File: src/rtl/smoldvi_serialiser_mc.sv
// smoldvi_serialiser_mc: N_CHAN-lane symbol serialiser with a one-entry holding buffer, idle fill and sticky underflow.
// Optional PRBS7 lane pattern (prbs_en port) is built only when SMOLDVI_SER_PRBS_EN is defined.
module smoldvi_serialiser_mc #(
    parameter int               N_CHAN   = 3,
    parameter int               W_SYM    = 10,
    parameter int               W_OUT    = 2,
    parameter logic [W_SYM-1:0] IDLE_SYM = 10'h354
) (
    input  logic                     clk,
    input  logic                     rst_n,
    input  logic [N_CHAN*W_SYM-1:0]  in_data,
    input  logic                     in_valid,
    output logic                     in_ready,
    output logic [N_CHAN*W_OUT-1:0]  q_p,
    output logic [N_CHAN*W_OUT-1:0]  q_n,
    output logic                     sym_start,
    output logic                     underflow
`ifdef SMOLDVI_SER_PRBS_EN
    ,
    input  logic                     prbs_en
`endif
);

    localparam int                W_DATA    = N_CHAN * W_SYM;
    localparam int                W_Q       = N_CHAN * W_OUT;
    localparam int                BEATS     = W_SYM / W_OUT;
    localparam int                W_BEAT    = (BEATS > 1) ? $clog2(BEATS) : 1;
    localparam logic [W_BEAT-1:0] LAST_BEAT = W_BEAT'(BEATS - 1);

    logic [W_BEAT-1:0] r_beat;
    logic [W_DATA-1:0] r_buf;
    logic [W_DATA-1:0] r_sreg;
    logic [W_DATA-1:0] w_sreg_next;
    logic              r_buf_full;
    logic              r_in_ready;
    logic              r_primed;
    logic              r_underflow;
    logic              r_sym_start;
    logic [W_Q-1:0]    r_q_p;
    logic [W_Q-1:0]    r_q_n;
    logic [W_Q-1:0]    w_chunk;
    logic [W_Q-1:0]    w_q_next;
    logic              w_load;
    logic              w_accept;
    logic              w_buf_full_next;

    assign w_load          = (r_beat == LAST_BEAT);
    assign w_accept        = in_valid & r_in_ready;
    // A load empties the buffer; an accept can only happen when it is already empty.
    assign w_buf_full_next = w_accept | (r_buf_full & ~w_load);

    always_comb begin
        // NOTE: every signal written here gets a default first, so no path can infer a latch.
        w_sreg_next = '0;
        w_chunk     = '0;
        for (int k = 0; k < N_CHAN; k++) begin
            w_chunk[k*W_OUT +: W_OUT] = r_sreg[k*W_SYM +: W_OUT];
            if (w_load) begin
                w_sreg_next[k*W_SYM +: W_SYM] = r_buf_full ? r_buf[k*W_SYM +: W_SYM] : IDLE_SYM;
            end else begin
                w_sreg_next[k*W_SYM +: W_SYM] = r_sreg[k*W_SYM +: W_SYM] >> W_OUT;
            end
        end
    end

`ifdef SMOLDVI_SER_PRBS_EN
    logic [6:0]       r_prbs;
    logic [6:0]       w_prbs_next;
    logic [W_OUT-1:0] w_prbs_bits;

    // x^7+x^6+1, W_OUT steps per clock; the first bit generated lands on bit 0.
    always_comb begin
        w_prbs_next = r_prbs;
        w_prbs_bits = '0;
        for (int i = 0; i < W_OUT; i++) begin
            w_prbs_bits[i] = w_prbs_next[6] ^ w_prbs_next[5];
            w_prbs_next    = {w_prbs_next[5:0], w_prbs_bits[i]};
        end
    end

    always_ff @(posedge clk) begin
        if (!rst_n) begin
            r_prbs <= 7'h7f;
        end else begin
            r_prbs <= w_prbs_next;
        end
    end

    assign w_q_next = prbs_en ? {N_CHAN{w_prbs_bits}} : w_chunk;
`else
    assign w_q_next = w_chunk;
`endif

    // NOTE: the symbol buffer is pure datapath guarded by r_buf_full, so it carries no reset.
    always_ff @(posedge clk) begin
        if (w_accept) begin
            r_buf <= in_data;
        end
    end

    // NOTE: all state updates use non-blocking assignments so every register samples pre-edge values.
    always_ff @(posedge clk) begin
        if (!rst_n) begin
            r_beat      <= '0;
            r_buf_full  <= 1'b0;
            r_in_ready  <= 1'b0;
            r_primed    <= 1'b0;
            r_underflow <= 1'b0;
            r_sreg      <= {N_CHAN{IDLE_SYM}};
            r_q_p       <= '0;
            r_q_n       <= '0;
            r_sym_start <= 1'b0;
        end else begin
            r_beat      <= w_load ? '0 : r_beat + W_BEAT'(1);
            r_buf_full  <= w_buf_full_next;
            r_in_ready  <= ~w_buf_full_next;
            if (w_accept) begin
                r_primed <= 1'b1;
            end
            // Starved load only counts once traffic has started.
            if (w_load && !r_buf_full && r_primed) begin
                r_underflow <= 1'b1;
            end
            r_sreg      <= w_sreg_next;
            r_q_p       <= w_q_next;
            r_q_n       <= ~w_q_next;
            r_sym_start <= (r_beat == '0);
        end
    end

    assign in_ready  = r_in_ready;
    assign q_p       = r_q_p;
    assign q_n       = r_q_n;
    assign sym_start = r_sym_start;
    assign underflow = r_underflow;

endmodule
File: config.mk
export PLATFORM = sky130hd
export DESIGN_NAME = smoldvi_serialiser_mc
export DESIGN_NICKNAME = d
export VERILOG_FILES = /design/src/rtl/smoldvi_serialiser_mc.sv
export SDC_FILE = /design/constraint.sdc
export NUM_CORES = 1
export LEC_CHECK = 0
export BUFFER_PORTS_ARGS = -buffer_cell sky130_fd_sc_hd__clkbuf_2
export CAP_MARGIN = 10
export CORE_MARGIN = 2
export CORE_UTILIZATION = 35
export DETAILED_ROUTE_END_ITERATION = 8
export GPL_TIMING_DRIVEN = 0
export PLACE_DENSITY = 0.51
export SYNTH_ARGS = -nofsm -noshare
export SYNTH_HDL_FRONTEND = slang
export SYNTH_SLANG_ARGS = --single-unit
File: constraint.sdc
create_clock -name clk -period 4.7 [get_ports clk]
set_input_delay 0.235 -clock clk [delete_from_list [all_inputs] [get_ports clk]]
set_output_delay 0.235 -clock clk [all_outputs]
set_load 0.1 [all_outputs]
==> flow_metrics.tcl <==
set metrics [dict create \
    status "complete, no violations" \
    num_vias 1767 \
    synthTopCellsByArea "dfxtp_1, edfxtp_1, a21bo_2" \
    max_slew_margin_pct 49.78 \
    root_buffer "clkbuf_8" \
    finClkSkew_ns 0.004028 \
    path_buf_inv 3 \
    combPwrFrac_pct 12.6 \
    clk_latency_ns 0.34 \
    end_kind "flip-flop" \
    yosysWarnings 0 \
    start_kind "flip-flop" \
    port_buffers 47 \
    slew_violations 0 \
    worstMarginPinSlew_ns 0.7534 \
    numCtsBuffers 9 \
    synth_nets 250 \
    track_usage_pct 13.79 \
    first_iter_violations 51 \
    fin_area_um2 3307 \
    avgSynthCellArea_um2 12.94 \
    cp_max_fo 10 \
    die_h_um 93.17 \
    core-area_um2 7727 \
    crit_slowest_cell "dfxtp_1" \
    io_pins 48 \
    yosysTopAreaCellShare_pct 35.97 \
    grt_max_degree 34 \
    post_cts_buffers 0 \
    ant_nets 0 \
    drc_errors 0 \
    cts.clk_slew.worst_paths_ns 0.07 \
    finalCriticalPeriod_ns 1.422 \
    p_seq_share_pct 56.3 \
    synth_edf_count 30 \
    htree_levels 3 \
    synth.most_common_cell "dfxtp_1" \
    slowest_delay_ns 0.34 \
    async_reset_ff_share_pct 0 \
    area_delta_synth_final_pct 18.84 \
    synth.largest_area_cell "dfxtp_1" \
    cp_cell_sequence "inv_1 > ha_1 > buf_6 > buf_2 > a21bo_2 > a21oi_1" \
    p_int_mw 1.015 \
    critPathKind "reg -> reg" \
    drive_above_1_share_pct 32.01 \
    design.die.area_um2 8680 \
    grt_pass1_wl_um 8852 \
    power.leakage_nw 1.349 \
    switchingPower_mw 0.3476 \
    drt_wl_total_um 5268 \
    synth_cells 215 \
    max_freq_mhz 703.2 \
    dp_hpwl_um 3429 \
    synth_common_cells "dfxtp_1, edfxtp_1, a21oi_1" \
    cts_tree "yes" \
    clockPowerShare_pct 31.1 \
    finalSetupViolCount 0 \
    synth_seq_cells 80 \
    diodes 0 \
    die_x_um 93.17 \
    rows 32 \
    fin_crit_sh_pct 30.26 \
    hold_viol 0 \
    clock_tree.buffer_depth 2 \
    cap_violations 0 \
    hp-class "in -> reg" \
    critical_path_arrival_ns 1.66 \
    clock_sinks 80 \
    rsz0062_at_grt "false" \
    first_pass_iters 4 \
    ctsHoldBuffers 0 \
    gp_congestion 0.7217 \
    grt-ovfl-total 0 \
    synth_cell_types 28 \
    fillers 746 \
    initial_core_util_pct 36.01 \
    synthesis.area_um2 2783 \
    via_per_inst 4.650 \
    seq_area_frac_synth_pct 68.35 \
    sw_frac_of_total_pct 25.51 \
    grt_pass1_vias 1739 \
    path_delay_family "compound AO/OA/AOI/OAI gates" \
    powerDensity_nw_per_um2 412.0 \
    nets 308 \
    antenna_found_initial 0 \
    fin_setup_tns_ns 0 \
    cp.required_ns 4.94 \
    ir_drop_mv 0.1362 \
    synth_ff_type "dfxtp_1" \
    cts_resized 0 \
    wl_per_cell_um 13.86 \
    placed_area_um2 3147 \
]
## cell usage in the layout (no fill, tap or decap), drive strengths merged, types with 2 or more instances in the layout
cell	Yosys	layout
o21a	2	2
and2	7	7
a21bo	15	15
and3	2	2
edfxtp	30	30
clkbuf	4	66
nor2	6	6
nand4	15	15
nor2b	6	6
ha	2	2
a21oi	26	26
and4b	9	9
buf	15	15
o21ai	15	15
dfxtp	50	50
inv	4	4
## metal layers
metal,track usage (%),vias up,wire [um]
li1,-,891,-
met1,18.03,816,2488
met2,20.65,50,2397
met3,3.304,10,247
met4,8.456,0,133
met5,0,-,0
## metrics by stage
step	worst slack (ns)	power, mW	util, %	hold WS [ns]	std cells
final	3.278	1.363	42.79	0.06782	380
after global routing	3.185	1.432	42.79	0.04992	380
after CTS	3.253	1.385	42.79	0.04614	380
after detailed placement	3.278	0.9563	40.72	0.3939	364
after global placement	2.820	0.9542	40.71	0.3891	364
after floorplan	2.447	0.9083	-	0.3339	215
## flip-flops by register name (all words and copies together), names as in the netlist, 3 cells and up
name,flops
r_sreg,30
r_buf,30
q_n,6
r_beat,3
q_p,6
## worst paths after layout
kind | slack [ns] | to | cells past startpoint | startpoint
setup reg to reg | 3.28 | r_sreg[1]$_SDFF_PN0_ | 6 | r_beat[0]$_SDFF_PP0_
setup / recovery | 3.28 | r_sreg[1]$_SDFF_PN0_ | 6 | r_beat[0]$_SDFF_PP0_
hold / removal | 0.07 | r_buf[9]$_DFFE_PP_ | 1 | in_data[9]
hold reg to reg | 0.40 | q_n[3]$_SDFF_PN0_ | 1 | r_sreg[11]$_SDFF_PN0_
## cells by family (layout without fill, tap and decap cells)
kind of cell / Yosys count / count (layout) / share of synthesized area (%)
flip-flops: 80 / 80 / 68.35
AO/OA/AOI/OAI: 59 / 59 / 13.58
AND/OR/NAND/NOR: 51 / 51 / 12.32
buffers and inverters: 23 / 86 / 4.855
adder cells (fa/ha/maj): 2 / 2 / 0.8991
## cell type report
cell class	count	area, um^2	share of cell area (%)
buffer	19	120.1	3.632
multi-input combinational	112	747.0	22.59
clock buffer	15	156.4	4.729
timing repair buffer	47	235.2	7.113
tap	102	127.6	3.859
clock inverter	1	3.754	0.1135
sequential	80	1902	57.51
inverter	4	15.01	0.4540
## power by group through the flow
stage               Clock (mW)  Combinational, mW  Sequential, mW
floorplan                    0             0.0750           0.833
global placement             0              0.171           0.784
detailed placement           0              0.172           0.784
CTS                      0.444              0.173           0.768
global route             0.474              0.186           0.771
finish                   0.423              0.171           0.768
No activity file was read; power rests on OpenSTA's default activity.
